File: src/rtl/imm_extend_arbiter_pkg.sv
// Shared definitions for the immediate sign-extension arbiter: default
// widths, requester-ID width, output FSM encoding and the round-robin pick.
package imm_extend_arbiter_pkg;

    localparam int IN_W_DEF  = 7;
    localparam int OUT_W_DEF = 20;
    localparam int ID_W      = 1;

    typedef enum logic {
        ST_EMPTY = 1'b0,
        ST_FULL  = 1'b1
    } state_e;

    // Winner for a non-zero request vector: a lone requester always wins,
    // otherwise the requester named by the round-robin pointer wins.
    function automatic logic [ID_W-1:0] rr_pick(input logic [1:0] req,
                                                input logic [ID_W-1:0] prio);
        logic [ID_W-1:0] w;
        w = prio;
        if (req == 2'b01) begin
            w = 1'b0;
        end else if (req == 2'b10) begin
            w = 1'b1;
        end
        return w;
    endfunction

endpackage

File: src/rtl/imm_extend_arbiter_if.sv
// Request / result bundle between the two requesters, the consumer and the
// arbiter. The arbiter takes the slave side.
interface imm_extend_arbiter_if
    import imm_extend_arbiter_pkg::*;
#(
    parameter int IN_W  = IN_W_DEF,
    parameter int OUT_W = OUT_W_DEF
);

    logic [1:0]       req;
    logic [IN_W-1:0]  imm0;
    logic [IN_W-1:0]  imm1;
    logic [1:0]       grant;
    logic             out_valid;
    logic [ID_W-1:0]  out_id;
    logic [OUT_W-1:0] out_data;
    logic             out_ready;

    modport master (
        output req, imm0, imm1, out_ready,
        input  grant, out_valid, out_id, out_data
    );

    modport slave (
        input  req, imm0, imm1, out_ready,
        output grant, out_valid, out_id, out_data
    );

endinterface

File: src/rtl/imm_extend_arbiter_sext.sv
// Shared sign-extension unit: replicates the immediate's top bit into the
// upper OUT_W-IN_W bits. Purely combinational.
module SevenTwentySignExtend #(
    parameter int IN_W  = 7,
    parameter int OUT_W = 20
) (
    input  logic [IN_W-1:0]  imm_in,
    output logic [OUT_W-1:0] imm_out
);

    assign imm_out = {{(OUT_W - IN_W){imm_in[IN_W-1]}}, imm_in};

endmodule

File: src/rtl/imm_extend_arbiter.sv
// Round-robin arbiter sharing one sign-extension unit between two
// requesters; the winner's extended immediate and ID are held in an output
// register under a valid/ready handshake.
module imm_extend_arbiter
    import imm_extend_arbiter_pkg::*;
#(
    parameter int IN_W  = IN_W_DEF,
    parameter int OUT_W = OUT_W_DEF
) (
    input logic                clk,
    input logic                rst_n,
    imm_extend_arbiter_if.slave bus
);

    state_e           state_q, state_d;
    logic [ID_W-1:0]  prio_q,  prio_d;
    logic [ID_W-1:0]  id_q,    id_d;
    logic [OUT_W-1:0] data_q,  data_d;

    logic             accept;
    logic [ID_W-1:0]  winner;
    logic [IN_W-1:0]  imm_sel;
    logic [OUT_W-1:0] imm_ext;

    // Accept decision, winner selection, request mux and grant.
    // NOTE: every signal written here gets a default first so no path leaves it unassigned (no latch).
    always_comb begin
        accept  = rst_n && (|bus.req) && (state_q == ST_EMPTY || bus.out_ready);
        winner  = rr_pick(bus.req, prio_q);
        imm_sel = (winner == 1'b1) ? bus.imm1 : bus.imm0;
        bus.grant = 2'b00;
        if (accept) begin
            bus.grant = (winner == 1'b1) ? 2'b10 : 2'b01;
        end
    end

    SevenTwentySignExtend #(
        .IN_W  (IN_W),
        .OUT_W (OUT_W)
    ) u_sext (
        .imm_in  (imm_sel),
        .imm_out (imm_ext)
    );

    // Next-state: load on accept (also covers consume-and-reload with no
    // bubble), drain to EMPTY when the consumer takes the result, else hold.
    always_comb begin
        state_d = state_q;
        prio_d  = prio_q;
        id_d    = id_q;
        data_d  = data_q;
        if (accept) begin
            state_d = ST_FULL;
            prio_d  = ~winner;
            id_d    = winner;
            data_d  = imm_ext;
        end else if (state_q == ST_FULL && bus.out_ready) begin
            state_d = ST_EMPTY;
        end
    end

    // State, pointer and output register with synchronous reset.
    // NOTE: sequential state uses non-blocking assignments so every flop samples pre-edge values.
    always_ff @(posedge clk) begin
        if (!rst_n) begin
            state_q <= ST_EMPTY;
            prio_q  <= '0;
            id_q    <= '0;
            // NOTE: the data register is reset too because its post-reset value is visible on out_data.
            data_q  <= '0;
        end else begin
            state_q <= state_d;
            prio_q  <= prio_d;
            id_q    <= id_d;
            data_q  <= data_d;
        end
    end

    assign bus.out_valid = (state_q == ST_FULL);
    assign bus.out_id    = id_q;
    assign bus.out_data  = data_q;

endmodule

File: src/flat_wrapper.sv
// flat-port wrapper written by rule: the top's interface ports become plain ports
module imm_extend_arbiter_flat import imm_extend_arbiter_pkg::*;
#(
    parameter int IN_W  = IN_W_DEF,
    parameter int OUT_W = OUT_W_DEF
)
  (clk, rst_n, bus_req, bus_imm0, bus_imm1, bus_out_ready, bus_grant, bus_out_valid, bus_out_id, bus_out_data);
  imm_extend_arbiter_if #(.IN_W(IN_W), .OUT_W(OUT_W)) bus_i ();
  input logic clk;
  input logic rst_n;
  input wire logic [$bits(bus_i.req)-1:0] bus_req;
  input wire logic [$bits(bus_i.imm0)-1:0] bus_imm0;
  input wire logic [$bits(bus_i.imm1)-1:0] bus_imm1;
  input wire logic [$bits(bus_i.out_ready)-1:0] bus_out_ready;
  output wire logic [$bits(bus_i.grant)-1:0] bus_grant;
  output wire logic [$bits(bus_i.out_valid)-1:0] bus_out_valid;
  output wire logic [$bits(bus_i.out_id)-1:0] bus_out_id;
  output wire logic [$bits(bus_i.out_data)-1:0] bus_out_data;
  assign bus_i.req = bus_req;
  assign bus_i.imm0 = bus_imm0;
  assign bus_i.imm1 = bus_imm1;
  assign bus_i.out_ready = bus_out_ready;
  assign bus_grant = bus_i.grant;
  assign bus_out_valid = bus_i.out_valid;
  assign bus_out_id = bus_i.out_id;
  assign bus_out_data = bus_i.out_data;
  imm_extend_arbiter #(.IN_W(IN_W), .OUT_W(OUT_W)) u_core (.clk(clk), .rst_n(rst_n), .bus(bus_i));
endmodule
File: config.mk
export PLATFORM = sky130hd
export DESIGN_NAME = imm_extend_arbiter_flat
export DESIGN_NICKNAME = d
export VERILOG_FILES = /design/src/rtl/imm_extend_arbiter_pkg.sv /design/src/rtl/imm_extend_arbiter_if.sv /design/src/rtl/imm_extend_arbiter_sext.sv /design/src/rtl/imm_extend_arbiter.sv /design/src/flat_wrapper.sv
export SDC_FILE = /design/constraint.sdc
export NUM_CORES = 1
export LEC_CHECK = 0
export CELL_PAD_IN_SITES_DETAIL_PLACEMENT = 1
export CELL_PAD_IN_SITES_GLOBAL_PLACEMENT = 1
export CORE_MARGIN = 1
export CORE_UTILIZATION = 22
export CTS_CLUSTER_DIAMETER = 50
export DETAILED_ROUTE_END_ITERATION = 16
export GPL_TIMING_DRIVEN = 0
export PLACE_DENSITY = 0.82
export SETUP_SLACK_MARGIN = 0.3
export SLEW_MARGIN = 20
export SYNTH_ARGS = -nofsm -noshare
export SYNTH_HDL_FRONTEND = slang
export SYNTH_SLANG_ARGS = --single-unit
File: constraint.sdc
create_clock -name clk -period 1.2 [get_ports clk]
set_input_delay 0.18 -clock clk [delete_from_list [all_inputs] [get_ports clk]]
set_output_delay 0.18 -clock clk [all_outputs]
set_load 0.01 [all_outputs]
; After elaboration in Yosys (flattened, before gate mapping)
; Index checks and enable logic that the tools add are counted.
[word_totals]
mem_bits_ro = 0
latchBits = 0
mem_bits_rw = 0
inputBits = 19
out_inout_bits = 24
mem_count = 0
regBits = 10
elab_cells = 21
[op_classes]
n_eq_ne = 2
n_lt_le_gt_ge = 0
n_mux = 7
multipliers = 0
n_addsub = 0
n_div = 0
shifts = 0
n_reduce_logical = 6
bitwise_logic = 2
[ops]
columns = op, n
row1 = two-way mux 7 bit, 1
row2 = two-way mux 1 bit, 4
row3 = two-way mux 2 bit, 2
row4 = logical AND 1 bit, 3
row5 = == test 2 x 1 -> 1 bit (second input constant), 1
row6 = == test 2 bit (second input constant), 1
row7 = inverter 1 bit, 2
row8 = nonzero test 2 bit, 1
row9 = OR reduction 2 bit, 1
row10 = logical OR 1 bit, 1

; Depth between registers and ports, before layout
; Gate-level depths: netlist (run 1).
[logic_depth]
ltp_word = 5
ltp_mapped = 6
mapped_depth_nobuf = 4

; Modules after synthesis
; From an unflattened synthesis (run 1), not the netlist that was laid out.
[hier_totals]
cells_unflattened = 129
hier_area_um2 = 1184.9
[by_module_without_submodules]
columns = mod, instances, seq_area_each_um2, area_each_um2, cells_each
row1 = imm_extend_arbiter, 1, 460.4, 1034.7, 109
row2 = SevenTwentySignExtend, 1, 0.0, 150.1, 20

; Worst setup path after synthesis (run 1)
; OpenSTA, ideal clock, no wires.
[synth_timing]
path_type = reg-to-reg
start = register u_core.state_q (netlist: u_core.bus.out_valid)
end = register u_core.id_q (netlist: u_core.bus.out_id)
arrival_ns = 0.996
setup_time_ns = 0.118
path_slack_ns = 0.086
stages_incl_launch_ff = 7
cell_sequence = dfxtp_1 nand2b_1 and3b_1 buf_6 buf_12 o21ai_1 nor2_1
[synth_via]
elab_chain_len = 3
[synth_rtl]
columns = item, line_no
row1 = from (decl), imm_extend_arbiter.sv:15  ; state_e state_q, state_d;
row2 = from (signal assigned), imm_extend_arbiter.sv:72  ; state_q <= state_d;
row3 = inverter 1 bit, imm_extend_arbiter.sv:28  ; accept = rst_n && (|bus.req) && (state_q == ST_EMPTY || bus.out_ready);
row4 = logical OR 1 bit, imm_extend_arbiter.sv:28
row5 = logical AND 1 bit, imm_extend_arbiter.sv:28
row6 = to (signal assigned), imm_extend_arbiter.sv:74  ; id_q <= id_d;
row7 = to (decl), imm_extend_arbiter.sv:17  ; logic [ID_W-1:0] id_q, id_d;
; No other way between the ends.
; A chain may end at the register's enable or synchronous reset.

; Final worst setup path (run 1)
[layout_timing]
start = register u_core.state_q (netlist: u_core.bus.out_valid)
end = register u_core.prio_q
[layout_via]
elab_chain_len = 3
[layout_rtl]
columns = item, line_no
row1 = inverter 1 bit, imm_extend_arbiter.sv:28
row2 = logical OR 1 bit, imm_extend_arbiter.sv:28
row3 = logical AND 1 bit, imm_extend_arbiter.sv:28
row4 = to (signal assigned), imm_extend_arbiter.sv:73  ; prio_q <= prio_d;
row5 = to (decl), imm_extend_arbiter.sv:16  ; logic [ID_W-1:0] prio_q, prio_d;
; No other way between the ends.

==> results of run 1 <==
==> state kept, by name (all words and copies together) (netlist names) <==
signal	count
u_core.bus.out_data	7
u_core.bus.out_id	1
u_core.bus.out_valid	1
u_core.prio_q	1
==> repair_timing <==
item | 4_1_cts | 5_1_grt
setup buffers | 18 | 9
cloned | 1 | 0
gates resized for setup | 157 | 31
pin swaps | 5 | 4
endpoints found under the setup margin | 34 | 34
==> placed cells by master (no fill, tap or decap), drive strengths merged <==
| cell type | instances |
|---|---|
| nor2 | 3 |
| a31oi | 7 |
| dfxtp | 10 |
| a21oi | 1 |
| clkbuf | 4 |
| a21boi | 1 |
| buf | 67 |
| clkdlybuf4s50 | 14 |
| o21ai | 9 |
| nand2 | 14 |
| and2 | 2 |
| and2b | 1 |
| a21o | 1 |
| dlygate4sd2 | 4 |
| nand2b | 2 |
| and3b | 1 |
| diode | 1 |
==> power by group <==
| group | internal, mW | switching, mW |
|---|---|---|
| Combinational | 0.432 | 0.251 |
| Clock | 0.115 | 0.105 |
| Sequential | 0.366 | 0.0350 |
==> per-layer routing <==
metal / track usage, % / vias to the layer above / share of wire [%]
li1: - / 366 / -
met1: 21.3 / 355 / 39
met2: 40.5 / 33 / 55
met3: 5.17 / 6 / 4.2
met4: 7.02 / 0 / 1.7
met5: 0 / - / 0
==> worst paths after layout <==
kind | start | cells past startpoint | slack, ps | to
max | u_core.bus.out_valid | 8 | -200 | u_core.prio_q
min | bus_req[1] | 3 | 450 | u_core.bus.out_valid
max reg2reg | u_core.bus.out_valid | 8 | -200 | u_core.prio_q
min reg2reg | u_core.bus.out_data[4] | 2 | 540 | u_core.bus.out_data[4]
==> through the flow <==
step | hold WS (ps) | cells
6_report | 450 | 172
4_1_cts | 341 | 162
3_3_place_gp | 493 | 140
3_5_place_dp | 518 | 140
2_1_floorplan | 326 | 68
5_1_grt | 447 | 172
==> worst min-delay path, delay by kind of cell <==
| kind | cells | cell delay, ps |
|---|---|---|
| simple gates | 1 | 120 |
| compound gates | 1 | 90 |
| buf+inv | 1 | 260 |
==> cell type report <==
class / instances / area, sq um
Timing Repair Buffer: 70 / 744
Fill cell: 272 / 935
Buffer: 16 / 183
Sequential cell: 10 / 215
Clock buffer: 3 / 22.5
Multi-Input combinational cell: 42 / 338
Antenna cell: 1 / 2.50
Tap cell: 30 / 37.5
==> cell families (layout without fill, tap and decap cells) <==
| kind of cell | count (synthesis) | count (layout) |
|---|---|---|
| other | 0 | 1 |
| flip-flops | 10 | 10 |
| AND/OR/NAND/NOR | 23 | 23 |
| buffers and inverters | 16 | 89 |
| AO/OA/AOI/OAI | 19 | 19 |
==> synthesized netlist by cell type <==
cell type  instances  area, sq um
nand2_1           14         52.6
nor2_1             3         11.3
a21oi_4            1         16.3
nand2b_1           2         12.5
o21ai_0            6         30.0
o21ai_2            1         8.76
buf_12             1         20.0
buf_4             13         97.6
a21boi_0           1         7.51
o21ai_1            2         10.0
and2_1             1         6.26
dfxtp_1           10          200
a21o_4             1         15.0
buf_6              1         11.3
and3b_1            1         8.76
and2_4             1         8.76
a31oi_1            7         43.8
and2b_4            1         10.0
clkbuf_1           1         3.75
==> run_results.csv, run 1 <==
group,metric,value,unit
route,drt-wirelength-per-cell,17.5,um
cts,cts_max_path_buffers,2,
synth,ys_ff_latch,10,
route,vias,760,
synth,synth-simple-area-share,19.2,%
sta,worst_pin_slew,396,ps
finish,final_nets,162,
sta,finalClockSkew,3.35,ps
critical_path,path_buf_inv,4,
critical_path,crit_slowest_cell,"dfxtp_2",
synth,syn_avg_cell_area,8.45,sq um
cts,cts_tree,"yes",
route,drt-initial-drc-count,6,
floorplan,start_util,23.2,%
cts,clock_latency,250,ps
power_and_ir_drop,leakagePower,0.706,nW
floorplan,ios,43,
finish,areaGrowthSynthToFinish,169,%
global_routing,grt_pass1_wl,4060,um
placement,post-dp-hpwl,1320,um
finish,fin_util,62.3,%
synth,synth_xor_area_share,0,%
synth,synthCells,68,
run_status,status,"complete, but fails checks",
cts,clk_transition_reported_paths,70,ps
critical_path,start_kind,"register",
finish,drive_above_1_share,69.5,%
synth,synth_top_family_by_area,"buffers and inverters",
cts,ctsHoldBuffers,0,
flow_run,maxCapViolations,0,
critical_path,path_common_cell,"buf_6",
sta,tns,-2220,ps
hold_path,hold_class,"input pin to register",
synth,synthesis.nets,87,
sta,clock.fmax,0.713,GHz
global_routing,overflow,0,
route,drt-vias-per-instance,4.42,
critical_path,crit_arrival,1550,ps
cts,cts_root_buf,"clkbuf_4",
floorplan,core,2480,sq um
global_routing,grt_pass1_vias,783,
synth,ys_seq_area_share,34.9,%
floorplan,die-area,2820,sq um
finish,final_area,1540,sq um
sta,relSlewSlack,73.6,%
sta,finalHoldViolCount,0,
synth,synth.distinct_cells,19,
synth,yosys_warnings,0,
sta,fin_crit,1400,ps
run_status,violations,"setup timing",
power_and_ir_drop,ir_drop,0.000519,V
route,ant_nets,0,
critical_path,path_cells,"nand2b_4 > and3b_1 > buf_6 > buf_4 > buf_6 > buf_12 > o21ai_4 > nor2_1",
placement,place_ws,-864,ps
synth,synth_area,574,sq um
cts,numCtsBuffers,3,
critical_path,crit_required,1340,ps
cts,ctsHtreeMaxLevel,1,
route,drtPass1Iterations,2,
sta,setup_violations,20,
cts,cts.sinks,10,
floorplan,die_w,53.1,um
placement,globalplace.congestion,0.683,
critical_path,critPathMaxStageDelay,360,ps
global_routing,track_usage,20.9,%
power_and_ir_drop,power_density,846,nW/um^2
synth,muxShareOfSynthArea,0,%
sta,slew_violations,0,
placement,placed_cell_area,1040,sq um
critical_path,crit_family,"buffers and inverters",
synth,synth-compound-area-share,22.9,%
sta,rsz0062_at_grt,"true",
sta,fin_ws,-202,ps
floorplan,die_y,53.1,um
power_and_ir_drop,finalPower,1.30,mW
global_routing,grt_max_degree,11,
floorplan,rows,18,
sta,finalCritPeriodShare,117,%
route,wirelength,3020,um
critical_path,crit_path_end_kind,"register",
placement,port_buffers,42,
route,drc,0,
critical_path,path_class,"register to register",
synth,synth_fa_ha_area_share,0,%
global_routing,antenna_found_initial,1,
critical_path,cp_max_fo,5,
Power figures use the tool's default switching activity.
==> inputs of run 2 (changes only) <==
SLEW_MARGIN = default   (was 20)
==> results of run 2 <==
Final layout, timing and power as in run 1 (identical DEF).
==> inputs of run 3 (changes only) <==
CAP_MARGIN = 15   (was default)
==> results of run 3 <==
Final layout, timing and power as in run 1 (identical DEF).
